## src/rtl/coeff_bank_loader.sv

```systemverilog
// Coefficient bank loader: queues host coefficient writes, drains them into the signal path
// while the datapath is idle, and applies bank-select commits. Option: COEFF_LOADER_CHECKSUM_EN.
module coeff_bank_loader #(
  parameter int unsigned DEPTH = 4
) (
  input  logic                       sys_clk,
  input  logic                       reset,
  input  logic                       wr_valid,
  output logic                       wr_ready,
  input  logic [1:0]                 wr_axis,
  input  logic [1:0]                 wr_bank,
  input  logic [3:0]                 wr_index,
  input  logic [15:0]                wr_value,
  input  logic                       commit_valid,
  output logic                       commit_ready,
  input  logic [1:0]                 commit_axis,
  input  logic [1:0]                 commit_bank,
  input  logic                       available,
  output logic                       update_en,
  output logic [1:0]                 update_axis,
  output logic [1:0]                 update_bank,
  output logic [3:0]                 update_index,
  output logic [15:0]                update_value,
  output logic [1:0]                 x_bank,
  output logic [1:0]                 y_bank,
  output logic [1:0]                 z_bank,
  output logic [$clog2(DEPTH):0]     fifo_level,
  output logic                       err,
`ifdef COEFF_LOADER_CHECKSUM_EN
  output logic [15:0]                checksum,
`endif
  output logic                       busy
);

  localparam int unsigned AW = $clog2(DEPTH);
  localparam int unsigned LW = AW + 1;

  typedef enum logic [1:0] {StIdle, StDrain, StCommit} state_t;

  state_t        state_q, state_d;
  logic [23:0]   mem [DEPTH];
  logic [AW-1:0] rd_ptr_q, wr_ptr_q;
  logic [LW-1:0] level_q;
  logic          full, empty, wr_fire, push, pop, commit_fire;

  assign full         = (level_q == LW'(DEPTH));
  assign empty        = (level_q == '0);
  assign wr_ready     = !full;
  assign wr_fire      = wr_valid && !full;
  assign push         = wr_fire && (wr_axis != 2'd0);
  assign pop          = (state_q == StDrain) && available && !empty;
  // Commit waits for an empty queue and a quiet update port so queued taps land first.
  assign commit_ready = (state_q == StCommit) && available && !update_en && empty;
  assign commit_fire  = commit_valid && commit_ready;
  assign fifo_level   = level_q;
  assign busy         = !empty || (state_q != StIdle);

  always_comb begin
    state_d = state_q;
    unique case (state_q)
      StIdle: begin
        if (!empty) state_d = StDrain;
        else if (commit_valid) state_d = StCommit;
      end
      StDrain: begin
        if (empty) state_d = StIdle;
      end
      StCommit: begin
        if (commit_fire || !commit_valid || !empty) state_d = StIdle;
      end
      default: state_d = StIdle;
    endcase
  end

  always_ff @(posedge sys_clk or posedge reset) begin
    if (reset) begin
      state_q  <= StIdle;
      rd_ptr_q <= '0;
      wr_ptr_q <= '0;
      level_q  <= '0;
    end else begin
      state_q <= state_d;
      if (push) wr_ptr_q <= wr_ptr_q + AW'(1);
      if (pop) rd_ptr_q <= rd_ptr_q + AW'(1);
      if (push && !pop) level_q <= level_q + LW'(1);
      else if (pop && !push) level_q <= level_q - LW'(1);
    end
  end

  // Storage needs no reset: the pointers and level define what is valid.
  always_ff @(posedge sys_clk) begin
    if (push) mem[wr_ptr_q] <= {wr_axis, wr_bank, wr_index, wr_value};
  end

  always_ff @(posedge sys_clk or posedge reset) begin
    if (reset) begin
      update_en    <= 1'b0;
      update_axis  <= '0;
      update_bank  <= '0;
      update_index <= '0;
      update_value <= '0;
      err          <= 1'b0;
      x_bank       <= '0;
      y_bank       <= '0;
      z_bank       <= '0;
    end else begin
      update_en <= pop;
      if (pop) {update_axis, update_bank, update_index, update_value} <= mem[rd_ptr_q];
      err <= (wr_fire && (wr_axis == 2'd0)) || (commit_fire && (commit_axis == 2'd0));
      if (commit_fire) begin
        case (commit_axis)
          2'd1:    x_bank <= commit_bank;
          2'd2:    y_bank <= commit_bank;
          2'd3:    z_bank <= commit_bank;
          default: ;
        endcase
      end
    end
  end

`ifdef COEFF_LOADER_CHECKSUM_EN
  always_ff @(posedge sys_clk or posedge reset) begin
    if (reset) begin
      checksum <= '0;
    end else if (commit_fire) begin
      checksum <= '0;
    end else if (update_en) begin
      checksum <= checksum ^ update_value;
    end
  end
`endif

endmodule

```

## config.mk

```make
export PLATFORM = sky130hd
export DESIGN_NAME = coeff_bank_loader
export DESIGN_NICKNAME = d
export VERILOG_FILES = /design/src/rtl/coeff_bank_loader.sv
export SDC_FILE = /design/constraint.sdc
export NUM_CORES = 1
export LEC_CHECK = 0
export ABC_AREA = 0
export CAP_MARGIN = 10
export CORE_MARGIN = 5
export CORE_UTILIZATION = 42
export CTS_BUF_LIST = sky130_fd_sc_hd__clkbuf_16
export CTS_CLUSTER_DIAMETER = 40
export DETAILED_ROUTE_END_ITERATION = 12
export PLACE_DENSITY = 0.68
export REMOVE_ABC_BUFFERS = 1
export SLEW_MARGIN = 20
export SYNTH_ARGS = -nofsm -noshare
export SYNTH_HDL_FRONTEND = slang
export SYNTH_SLANG_ARGS = --single-unit
```

## constraint.sdc

```tcl
create_clock -name sys_clk -period 4.2 [get_ports sys_clk]
set_clock_uncertainty 0.2 [all_clocks]
set_input_delay 0.63 -clock sys_clk [delete_from_list [all_inputs] [get_ports sys_clk]]
set_output_delay 0.63 -clock sys_clk [all_outputs]
set_load 0.01 [all_outputs]
```

Word level (Yosys, flattened, before mapping)
Memories as Yosys holds them, arrays and structs flattened. A register that Yosys moved wholly into a read port is not among the register bits. Cells that the tools add are included.

Memories kept: 1. Output and inout port bits: 38. Word-level logic and storage cells: 65. Register bits: 17. Bits in writable memories: 96. Input port bits: 33.

Memory list: mem (words 4, width 24, read ports 1, clocked after memory_dff 1, wr ports 1, RTL line 41) `logic [23:0] mem [DEPTH];`.

Mux-type cells: 9. Equality and inequality tests: 9. Add/subtract/negate cells: 4. Reductions and logical operators: 33.

Operator list (count): logical AND 1 bit (12); two-way mux 2 bit (4); == test 2 bit, second input constant (3); zero test 1 bit (6); zero test 2 bit (3); two-way mux 3 bit (2); case mux 2 bit (3 select lines) (1); AND reduction 2 bit (3); nonzero test 2 bit (3); adder 2 x 1 -> 2 bit, second input constant (2); == test 2 x 1 -> 1 bit, second input constant (2); logical OR 1 bit (4); adder 3 x 1 -> 3 bit, second input constant (1); == test 3 bit, second input constant (1); zero test 3 bit (1); != test 3 bit, second input constant (1); AND reduction 3 bit (1); subtractor 3 x 1 -> 3 bit, second input constant (1); two-way mux 1 bit (2); != test 2 x 1 -> 1 bit, second input constant (1); != test 2 bit, second input constant (1).

Longest topological paths before layout
Word-level depth: 9. Gate-level depth with buffers: 10.

Worst setup path before layout
OpenSTA, ideal clock, no wires.

Path type: input to register. Start point: input port available. End point: register level_q[1], in the netlist fifo_level[1]. Data arrival time: 2.207 ns. Library setup time: 0.125 ns. Path buffers: 1. Setup slack: 1.668 ns. Stages on the path: 8. Path through: nand2_1 nor3_4 buf_2 inv_1 ha_1 inv_1 fa_1 mux2_2.

Longest elaborated chain between the ends: 5. Elaborated cells on any way between the ends: 7. Those cells by class: mux (1); reduce/logical (6).

RTL lines: start: declaration (RTL line 18) `input logic available,`; logical AND 1 bit * (2 in series) (RTL line 51) `assign pop = (state_q == StDrain) && available && !empty;`; named net pop (RTL line 44) `logic full, empty, wr_fire, push, pop, commit_fire;`; zero test 1 bit (RTL line 85) `if (push && !pop) level_q <= level_q + LW'(1);`; logical AND 1 bit (RTL line 85); two-way mux 3 bit / nonzero test 2 bit (equally long branches); end signal: assignment (RTL line 85); end signal: assignment (RTL line 86) `else if (pop && !push) level_q <= level_q - LW'(1);`; end: declaration (RTL line 43) `logic [LW-1:0] level_q;`.

Mark *: on every way through the listed nets, which the timed path passes. The rest lies on a longest branch. A chain may end at the register's enable or synchronous reset.

Worst setup path after layout
Start point: register level_q[0], in the netlist fifo_level[0]. End point: output port commit_ready.

Longest elaborated chain between the ends: 2.

RTL lines: zero test 3 bit (RTL line 47) `assign empty = (level_q == '0);`; logical AND 1 bit (RTL line 53) `assign commit_ready = (state_q == StCommit) && available && !update_en && empty;`; end: declaration (RTL line 15) `output logic commit_ready,`.

Every way passes these cells.

==> metrics.md <==
| Metric | Value |
|---|---|
| Syn Inst Count | 248 |
| Diode count | 0 |
| Drt wl/cell | roughly 18 µm |
| Combinational Power Share | 0.274 |
| Root buffer cell | clkbuf_16 |
| Design Area, Final | 6610 µm² |
| Synth-to-layout area growth | 27.1% |
| Status | finished clean |
| H-tree depth | 4 |
| Final period utilization | 0.714 |
| Final WL | 9210 µm |
| Fillers | 938 |
| CP top delay family | simple AND/OR/NAND/NOR gates |
| GR Overflow Total | 0 |
| Complex-gate fraction of the synthesized area | 0.00144 |
| Worst-margin pin slew | 0.931 ns |
| Iteration-0 DRC Markers | 124 |
| Clock transition at the registers of the reported paths | 0.05 ns |
| DRC | 0 |
| Setup crit end kind | primary output |
| Placed inst area | 6130 µm² |
| Vias in the first global route | 2730 |
| CTS Buffer Depth | 2 |
| Initial antenna violation count | 1 |
| Seq pwr share | 0.454 |
| Synthesized flop and latch total | ~140 |
| CTS tree | built |
| Placed Cells | 482 |
| GRT Util Overall | 0.138 |
| Sw Share | 0.269 |
| I/O pins | 71 |
| Internal cell power | ~0.0033 W |
| Clock network power share | 0.272 |
| Setup violators final | 0 |
| Fin. max-slew vios | 0 |
| Fmax | roughly 330 MHz |
| RSZ-0062 raised after global routing | false |
| CTS resizes | 0 |
| CP arrival | 2.17 ns |
| Sw power | approximately 0.0012 W |
| Core Footprint | between 10000 and 15000 µm² |
| Hold_sp | x_bank[1] |
| Vias/cell | roughly 4.9 |
| Vias | 2518 |
| Register area | 3910 µm² |
| CP peak stage delay | 0.55 ns |
| Hold Vio Cnt, Final | 0 |
| Setup TNS Final | 0 ns |
| CP Class | reg2out |
| Slowest cell on crit path | nor4_2 |
| Initial Util | 0.431 |
| Ys async rst share | 0.299 |
| Crit-path cells | nor4_2 > and2_1 > clkdlybuf4s50_1 |
| Max-cap viol count | 0 |
| R2R depth | 6 |
| EDFF count, synth | 96 |
| Clk_lat worst skew | between 0.4 and 0.5 ns |
| Largest net degree at the start of global routing | 42 |
| Number of cells in the finished layout apart from fillers | 514 |
| WHS Endpoint | x_bank[1] |
| Multi-input gate area | 1230 µm² |
| CTS buffer count | 17 |
| Path type of the worst min-delay path | reg2reg |
| First-pass GRT wire length | 14900 µm |
| Nets | 372 |
| WHS | between 0.2 and 0.3 ns |
| PwrDens | 674 nW/µm² |
| Post-CTS Setup Repair Bufs | 0 |
| Worst reg2reg endpoint | fifo_level[1] |
| Syn Area/Cell | around 21 µm² |
| FF-to-FF Start | fifo_level[0] |
| DP HPWL | between 5000 and 6000 µm |
| 1st-pass router iterations | 4 |
| Register area share after synthesis | 0.752 |
| Detail Route Antenna Nets | 0 |
| Mapped Area | 5200 µm² |
| Max VDD drop | 0.267 mV |
| Fin crit period | ~3 ns |
| Depth of the worst hold-timing path | 1 |
| Worst path required time | 3.37 ns |
| Crit path launch type | flop |
| Synthesis Warnings | 0 |
| Leak Pwr | 2.39 nW |
| CTS Sinks | ~140 |
| Worst slew margin | 0.378 |
| Reg2reg setup slack | 1.68 ns |
| Crit path buffers/inverters | 1 |
| Adder-cell share of the synthesized area | 0.0159 |
| Simple-Gate Fraction of Synth Area | 0.0349 |
| Chip width | about 120 µm |
| Share of cells above drive strength 1 | 0.251 |
| Predominant post-synthesis flop cell | edfxtp_1 |
| Synth unique cells | 26 |
| Synth Area in XOR/XNOR | 0.0101 |
| Post-synthesis mux area share | 0.174 |
| Final Wtd Congestion | between 0.7 and 0.8 |
| CTS Hold Bufs | 0 |
| Die area | 14700 µm² |
| Crit Path Max Fanout | 7 |
| # port buffers | 70 |
| Rows | 40 |
| Largest family of logic cells by synthesized area | multiplexers |
| Die Ht | 121 µm |
-- worst max-delay path by stage --
stage             startpoint             to  slack, ns  depth (start not counted)
3_3_place_gp      wr_axis[1]     mem[2][22]       1.19                          5
6_report       fifo_level[0]   commit_ready       1.20                          3
5_1_grt        fifo_level[0]   commit_ready       1.08                          3
4_1_cts        fifo_level[0]   commit_ready       1.18                          3
2_1_floorplan      available  fifo_level[1]       1.45                          7
3_5_place_dp      wr_axis[1]     mem[2][23]       1.08                          5
-- cell usage after synthesis (3+ instances only) --
| cell type | instances | area, µm² |
|---|---|---|
| buf_2 | 6 | 30.0 |
| inv_1 | 5 | 18.8 |
| nor2_1 | 4 | 15.0 |
| ha_1 | 5 | 62.6 |
| mux4_2 | 24 | 541 |
| dfrtp_1 | 41 | 1030 |
| xor2_1 | 4 | 35.0 |
| and2_1 | 6 | 37.5 |
| clkbuf_1 | 4 | 15.0 |
| nand4_1 | 3 | 18.8 |
| edfxtp_1 | 96 | 2880 |
| mux2_2 | 31 | 349 |
-- flip-flops by register name, indices dropped and copies added (netlist names), 2 cells and up --
signal,flops
update_index,4
wr_ptr_q,2
update_value,16
update_bank,2
fifo_level,3
rd_ptr_q,2
mem,96
x_bank,2
y_bank,2
z_bank,2
update_axis,2
state_q,2
-- power groups by stage --
stage | Sequential (W) | Clock, W | Combinational, W
2_1_floorplan | 0.00207 | 0 | 0.000660
3_3_place_gp | 0.00205 | 0 | 0.00123
3_5_place_dp | 0.00206 | 0 | 0.00125
4_1_cts | 0.00204 | 0.00124 | 0.00126
5_1_grt | 0.00208 | 0.00131 | 0.00133
6_report | 0.00202 | 0.00121 | 0.00122
-- per-layer routing --
layer | global-route usage | vias up | part of all wire
li1 | - | 1150 | -
met1 | 0.175 | 1291 | 0.43
met2 | 0.216 | 59 | 0.50
met3 | 0.0471 | 16 | 0.054
met4 | 0.0588 | 2 | 0.017
met5 | 0 | - | 0.0011
-- worst reg2reg max path, delay by kind of cell (launching register included) --
kind | cells | cell delay [ns]
buf+inv | 1 | 0.07
simple gates | 2 | 0.75
flops | 1 | 0.47
mux | 1 | 0.26
fa+ha+maj | 2 | 0.65
-- layout make-up --
cell class | count | share of cell area
flip-flops and latches | 137 | 0.591
clock buffers | 17 | 0.0643
inverters | 5 | 0.00284
multi-input cells | 96 | 0.186
well taps | 168 | 0.0318
clock inverters | 15 | 0.00908
repair buffers | 76 | 0.115
-- stage by stage --
stage | utilization | worst slack, ns | total power, W
6_report | 0.548 | 1.20 | 0.00446
5_1_grt | 0.548 | 1.08 | 0.00471
4_1_cts | 0.548 | 1.18 | 0.00454
3_5_place_dp | 0.508 | 1.08 | 0.00331
3_3_place_gp | 0.508 | 1.19 | 0.00328
2_1_floorplan | - | 1.45 | 0.00273
-- cells in the final DEF, fill, tap and decap left out, types with 2 or more instances in the layout --
cell type	instances
clkinv_2	3
mux2_2	31
and2_1	6
inv_1	11
nand2_1	2
dfrtp_1	40
clkdlybuf4s50_1	70
edfxtp_1	96
xnor2_1	2
clkinv_1	5
nor2b_1	2
ha_1	5
mux4_2	24
nor2_1	4
nand3_1	2
buf_4	5
xor2_1	4
nand4_1	3
and3b_1	2
clkbuf_16	17
-- logic make-up after synthesis --
family / after synthesis
buf+inv: 15
simple gates: 27
compound gates: 1
fa+ha+maj: 6
xor+xnor: 6
mux: 56
flops: 137
No activity file was read; power rests on OpenSTA's default activity.
==> patch 1: new RTL, config.mk and constraints unchanged <==
Add a define of `COEFF_LOADER_CHECKSUM_EN`.
--- a/src/rtl/coeff_bank_loader.sv
+++ b/src/rtl/coeff_bank_loader.sv
@@ -1,5 +1,7 @@
 // Coefficient bank loader: queues host coefficient writes, drains them into the signal path
 // while the datapath is idle, and applies bank-select commits. Option: COEFF_LOADER_CHECKSUM_EN.
+`define COEFF_LOADER_CHECKSUM_EN
+
 module coeff_bank_loader #(
   parameter int unsigned DEPTH = 4
 ) (
Function (old outputs only; new: checksum): kept (Yosys induction, for registers that start in step).
==> patch 1 against the unedited design <==
  * Total power rose by 23%
  * Utilization fell by 0.094 points
  * First-iteration DRC count rose by 12%
  * Via count rose by 17%
  * Area after synthesis rose by 14%
  * Routed wire length rose by 20%
  * Sequential cell count rose by 16
  * Fmax rose by 2.7%
  * Clock power rose by 23%
  * Final area rose by 14%
  * Sequential power rose by 18%
  * Critical path type unchanged
  * Worst setup slack improved by 0.078 ns
  * Synthesized cell count rose by 27%
==> patch 1: results (changes against the unedited design) <==
| Metric | Value |
|---|---|
| Final GP Congestion | `0.717 (was 0.735)` |
| HPWL Detailed | `6950 µm (was 5940 µm)` |
| Initial antenna violation count | `0 (was 1)` |
| Leakage | `2.80 nW (was 2.39 nW)` |
| Largest net degree at the start of global routing | `37 (was 42)` |
| CP peak stage delay | `0.53 ns (was 0.55 ns)` |
| Psw | `0.00157 W (was 0.00120 W)` |
| Worst EP arrival | `2.09 ns (was 2.17 ns)` |
| Dpl cell area | `6980 µm² (was 6130 µm²)` |
| Layout fillers | `1108 (was 938)` |
| Iter 0 DRT Violations | `139 (was 124)` |
| Outcome | `finished, final reports clean (unchanged)` |
| Vias in the first global route | `3281 (was 2730)` |
| Largest cells by area after synthesis | `edfxtp_1 49%, dfrtp_1 24%, mux4_2 9.1% (was edfxtp_1 55%, dfrtp_1 20%, mux4_2 10%)` |
| Post-DR vias/cell | `4.83 (was 4.90)` |
| GR met1 Demand/Resource | `18.8% (was 17.5%)` |
| Post-synthesis sequential area ratio | `72.8% (was 75.2%)` |
| Reg-to-reg slack, setup | `1.70 ns (was 1.68 ns)` |
| Post-Route WL | `11100 µm (was 9210 µm)` |
| Peak VDD IR | `0.000349 V (was 0.000267 V)` |
| Met3 usage | `4.69% (was 4.71%)` |
| Distinct cells, synth | `29 (was 26)` |
| Met2 Use GR | `23.0% (was 21.6%)` |
| Worst slack, placed | `1.07 ns (was 1.08 ns)` |
| Fin Hold WS | `0.304 ns (was 0.300 ns)` |
patch 1: kinds of logic (layout without fill, tap and decap cells):
family | Yosys count | count (layout) | synth area share [%]
muxes | 56 | 56 | 15.2
buffers and inverters | 19 | 133 | 1.90
xor gates and xnor gates | 22 | 22 | 3.26
and+or+nand+nor | 58 | 58 | 5.26
AOI/OAI and AO/OA | 1 | 1 | 0.148
DFF | 153 | 153 | 72.8
adders and majority gates | 6 | 6 | 1.40
patch 1: worst paths after layout:
path                                        end  cells after the start
worst min-delay path                  y_bank[1]                      1
max in group asynchronous       update_value[0]                      3
worst min register to register        y_bank[1]                      1
worst max-delay path               commit_ready                      3
min in group asynchronous             y_bank[0]                      2
worst max register to register    fifo_level[2]                      8
patch 1: metal layers:
| metal | part of all wire, % | wire, µm |
|---|---|---|
| met3 | 5.3 | 583 |
| met2 | 49 | 5410 |
| met4 | 1.7 | 184 |
| met5 | 0 | 0 |
| met1 | 44 | 4880 |
patch 1: cell type report:
cell class	count	area share, %
flip-flops and latches	153	57.0
clock buffers	17	5.62
repair buffers	94	12.2
multi-input cells	143	19.8
clock inverters	15	2.12
inverters	7	0.347
well taps	180	2.98
patch 1: power groups by stage:
stage / Clock [W] / Combinational [W] / Sequential (W)
final: 0.00149 / 0.00162 / 0.00238
after global routing: 0.00160 / 0.00176 / 0.00245
after CTS: 0.00153 / 0.00166 / 0.00240
after detailed placement: 0 / 0.00165 / 0.00242
after global placement: 0 / 0.00161 / 0.00240
after floorplan: 0 / 0.000817 / 0.00244
patch 1: stage by stage:
| step | util [%] | cells |
|---|---|---|
| detailed placement | 50.5 | 577 |
| global route | 54.7 | 609 |
| global placement | 50.5 | 577 |
| CTS | 54.7 | 609 |
| finish | 54.7 | 609 |
| floorplan | - | 303 |
==> patch 2: new RTL, same flow settings <==
Made on the original files. Register the output `err` once more, with the module's reset; this adds one clock of latency there. The other outputs are not delayed to match.
--- a/src/rtl/coeff_bank_loader.sv
+++ b/src/rtl/coeff_bank_loader.sv
@@ -36,6 +36,8 @@
   localparam int unsigned LW = AW + 1;
 
   typedef enum logic [1:0] {StIdle, StDrain, StCommit} state_t;
+
+  logic err_s0;
 
   state_t        state_q, state_d;
   logic [23:0]   mem [DEPTH];
@@ -99,14 +101,14 @@
       update_bank  <= '0;
       update_index <= '0;
       update_value <= '0;
-      err          <= 1'b0;
+      err_s0       <= 1'b0;
       x_bank       <= '0;
       y_bank       <= '0;
       z_bank       <= '0;
     end else begin
       update_en <= pop;
       if (pop) {update_axis, update_bank, update_index, update_value} <= mem[rd_ptr_q];
-      err <= (wr_fire && (wr_axis == 2'd0)) || (commit_fire && (commit_axis == 2'd0));
+      err_s0 <= (wr_fire && (wr_axis == 2'd0)) || (commit_fire && (commit_axis == 2'd0));
       if (commit_fire) begin
         case (commit_axis)
           2'd1:    x_bank <= commit_bank;
@@ -130,5 +132,13 @@
   end
 `endif
 
+  always_ff @(posedge sys_clk or posedge reset) begin
+    if (reset) begin
+      err <= '0;
+    end else begin
+      err <= err_s0;
+    end
+  end
+
 endmodule
 
Behaviour: not the same (Yosys sat finds a counterexample within 4 cycles, from zero or initial values and one cycle with reset high).
==> patch 2 against the unedited design <==
  * Synthesized cell count is 0.40% higher
  * Final area up 1.8%
  * Critical path depth stayed put
  * Final cell count grew 0.19%
  * Via count is 1.5% lower
  * Area after synthesis rose by 0.48%
  * Routed wire length grew 0.66%
  * Worst setup slack worse by 0.063 ns
  * Total power rose by 5.1%
  * Sequential cell count rose by 1
==> patch 2: results (changes against the unedited design) <==
| Metric | Value |
|---|---|
| Outcome | `finished, final reports clean (unchanged)` |
| Worst EP arrival | `2.23 ns (was 2.17 ns)` |
| Largest net degree at the start of global routing | `27 (was 42)` |
| Largest cells by area after synthesis | `edfxtp_1 55%, dfrtp_1 20%, mux4_2 10% (unchanged)` |
| Net total in the final layout | `373 (was 372)` |
| CTS Buf Count | `17 (unchanged)` |
| WL/cell | `18.0 µm (was 17.9 µm)` |
| Post-Route WL | `9270 µm (was 9210 µm)` |
| Total number of H-tree levels | `4 (unchanged)` |
| # port buffers | `70 (unchanged)` |
| Synth Flop Type | `edfxtp_1 (unchanged)` |
| Cells after DPL | `483 (was 482)` |
| Post-synth EDFFs | `96 (unchanged)` |
| Clock tree buffer depth | `2 (unchanged)` |
| Synth async-reset ratio | `30.4% (was 29.9%)` |
| Vias | `2480 (was 2518)` |
| Share of post-route cells with drive strength above 1 | `28.5% (was 25.1%)` |
| Crit path max-delay family | `simple AND/OR/NAND/NOR gates (unchanged)` |
| Slowest CP cell | `nor4_2 (unchanged)` |
| Overall Global Routing Usage | `13.4% (was 13.8%)` |
| HPWL Detailed | `5810 µm (was 5940 µm)` |
| Iter 0 DRT Violations | `144 (was 124)` |
| Post-synthesis sequential area ratio | `75.3% (was 75.2%)` |
| Hold crit path type | `register to register (unchanged)` |
| Worst slack, placed | `1.15 ns (was 1.08 ns)` |
| Root Buffer | `clkbuf_16 (unchanged)` |
| Final GP Congestion | `0.708 (was 0.735)` |
| CP peak stage delay | `0.59 ns (was 0.55 ns)` |
| Vias in the first global route | `2664 (was 2730)` |
| Initial antenna violation count | `0 (was 1)` |
| Avg Inst Size Synth | `21.0 µm² (about the same)` |
| Most common library cells after synthesis | `96 x edfxtp_1, 42 x dfrtp_1, 31 x mux2_2 (was 96 x edfxtp_1, 41 x dfrtp_1, 31 x mux2_2)` |
| CP max FO | `7 (unchanged)` |
| Inserted Diodes | `0 (unchanged)` |
| Clock-pin slew on the worst setup and hold paths | `0.06 ns` |
| Leakage | `2.42 nW (was 2.39 nW)` |
| YS warnings | `0 (unchanged)` |
| Distinct cells, synth | `26 (unchanged)` |
| Post-CTS Resized | `0 (unchanged)` |
| Largest regs | `mem (96), update_value (16), update_index (4) (unchanged)` |
| Antenna viol nets, final | `0 (unchanged)` |
| Global-route wire length before repair | `14700 µm (was 14900 µm)` |
| Postcts setup bufs | `0 (unchanged)` |
| Dpl cell area | `6140 µm² (was 6130 µm²)` |
| Layout fillers | `964 (was 938)` |
| Worst-skew pair later-pin latency | `0.41 ns (about the same)` |
| Relative slew slack | `40.6% (was 37.8%)` |
| Pre-antenna DRT Iters | `4 (unchanged)` |
| Peak VDD IR | `0.000291 V (was 0.000267 V)` |
==> patch 2: worst reg2reg max path: cells and delay by family (launching register included) <==
kind / cells / cell delay, ns
simple gates: 2 / 0.75
fa+ha+maj: 2 / 0.65
flops: 1 / 0.47
mux: 1 / 0.26
buf+inv: 1 / 0.07
==> patch 2: power breakdown <==
group          internal [W]  switching [W]
Clock              0.000885       0.000552
Sequential          0.00179       0.000259
Combinational      0.000748       0.000451
Total               0.00342        0.00126
==> patch 2: layout make-up <==
cell class                 count  area share, %
clock buffer                  19           7.07
clock inverter                13           1.69
inverter                       5          0.279
multi-input combinational     96           18.3
sequential                   138           58.5
tap                          168           3.12
timing repair buffer          76           11.1
==> patch 2: logic make-up (layout without fill, tap and decap cells) <==
logic type / count (synthesis) / count (layout) / synth area share [%]
DFF: 138 / 138 / 75.3
buffers and inverters: 15 / 113 / 1.22
xor gates and xnor gates: 6 / 6 / 1.01
AOI/OAI and AO/OA: 1 / 1 / 0.144
and+or+nand+nor: 27 / 27 / 3.47
muxes: 56 / 56 / 17.3
adders and majority gates: 6 / 6 / 1.58
==> patch 2: per-stage QoR <==
step	total power (W)	util, %
after global routing	0.00493	55.6
after CTS	0.00476	55.6
after global placement	0.00328	50.7
after detailed placement	0.00331	50.7
after floorplan	0.00274	-
final	0.00469	55.6
==> patch 2: per-layer routing <==
layer | routed length (µm) | track usage, %
met5 | 0 | 0
met4 | 118 | 5.46
met3 | 301 | 3.67
met2 | 4800 | 21.5
met1 | 4050 | 17.5
==> patch 2: worst paths after layout <==
path	endpoint	start	slack, ns	depth (start not counted)
hold / removal	err	err_s0	0.16	0
setup / recovery	commit_ready	fifo_level[0]	1.14	3
min in group asynchronous	z_bank[0]	reset	0.41	2
setup reg to reg	fifo_level[1]	fifo_level[0]	1.67	6
hold reg to reg	err	err_s0	0.16	0
max in group asynchronous	update_value[1]	reset	2.71	3
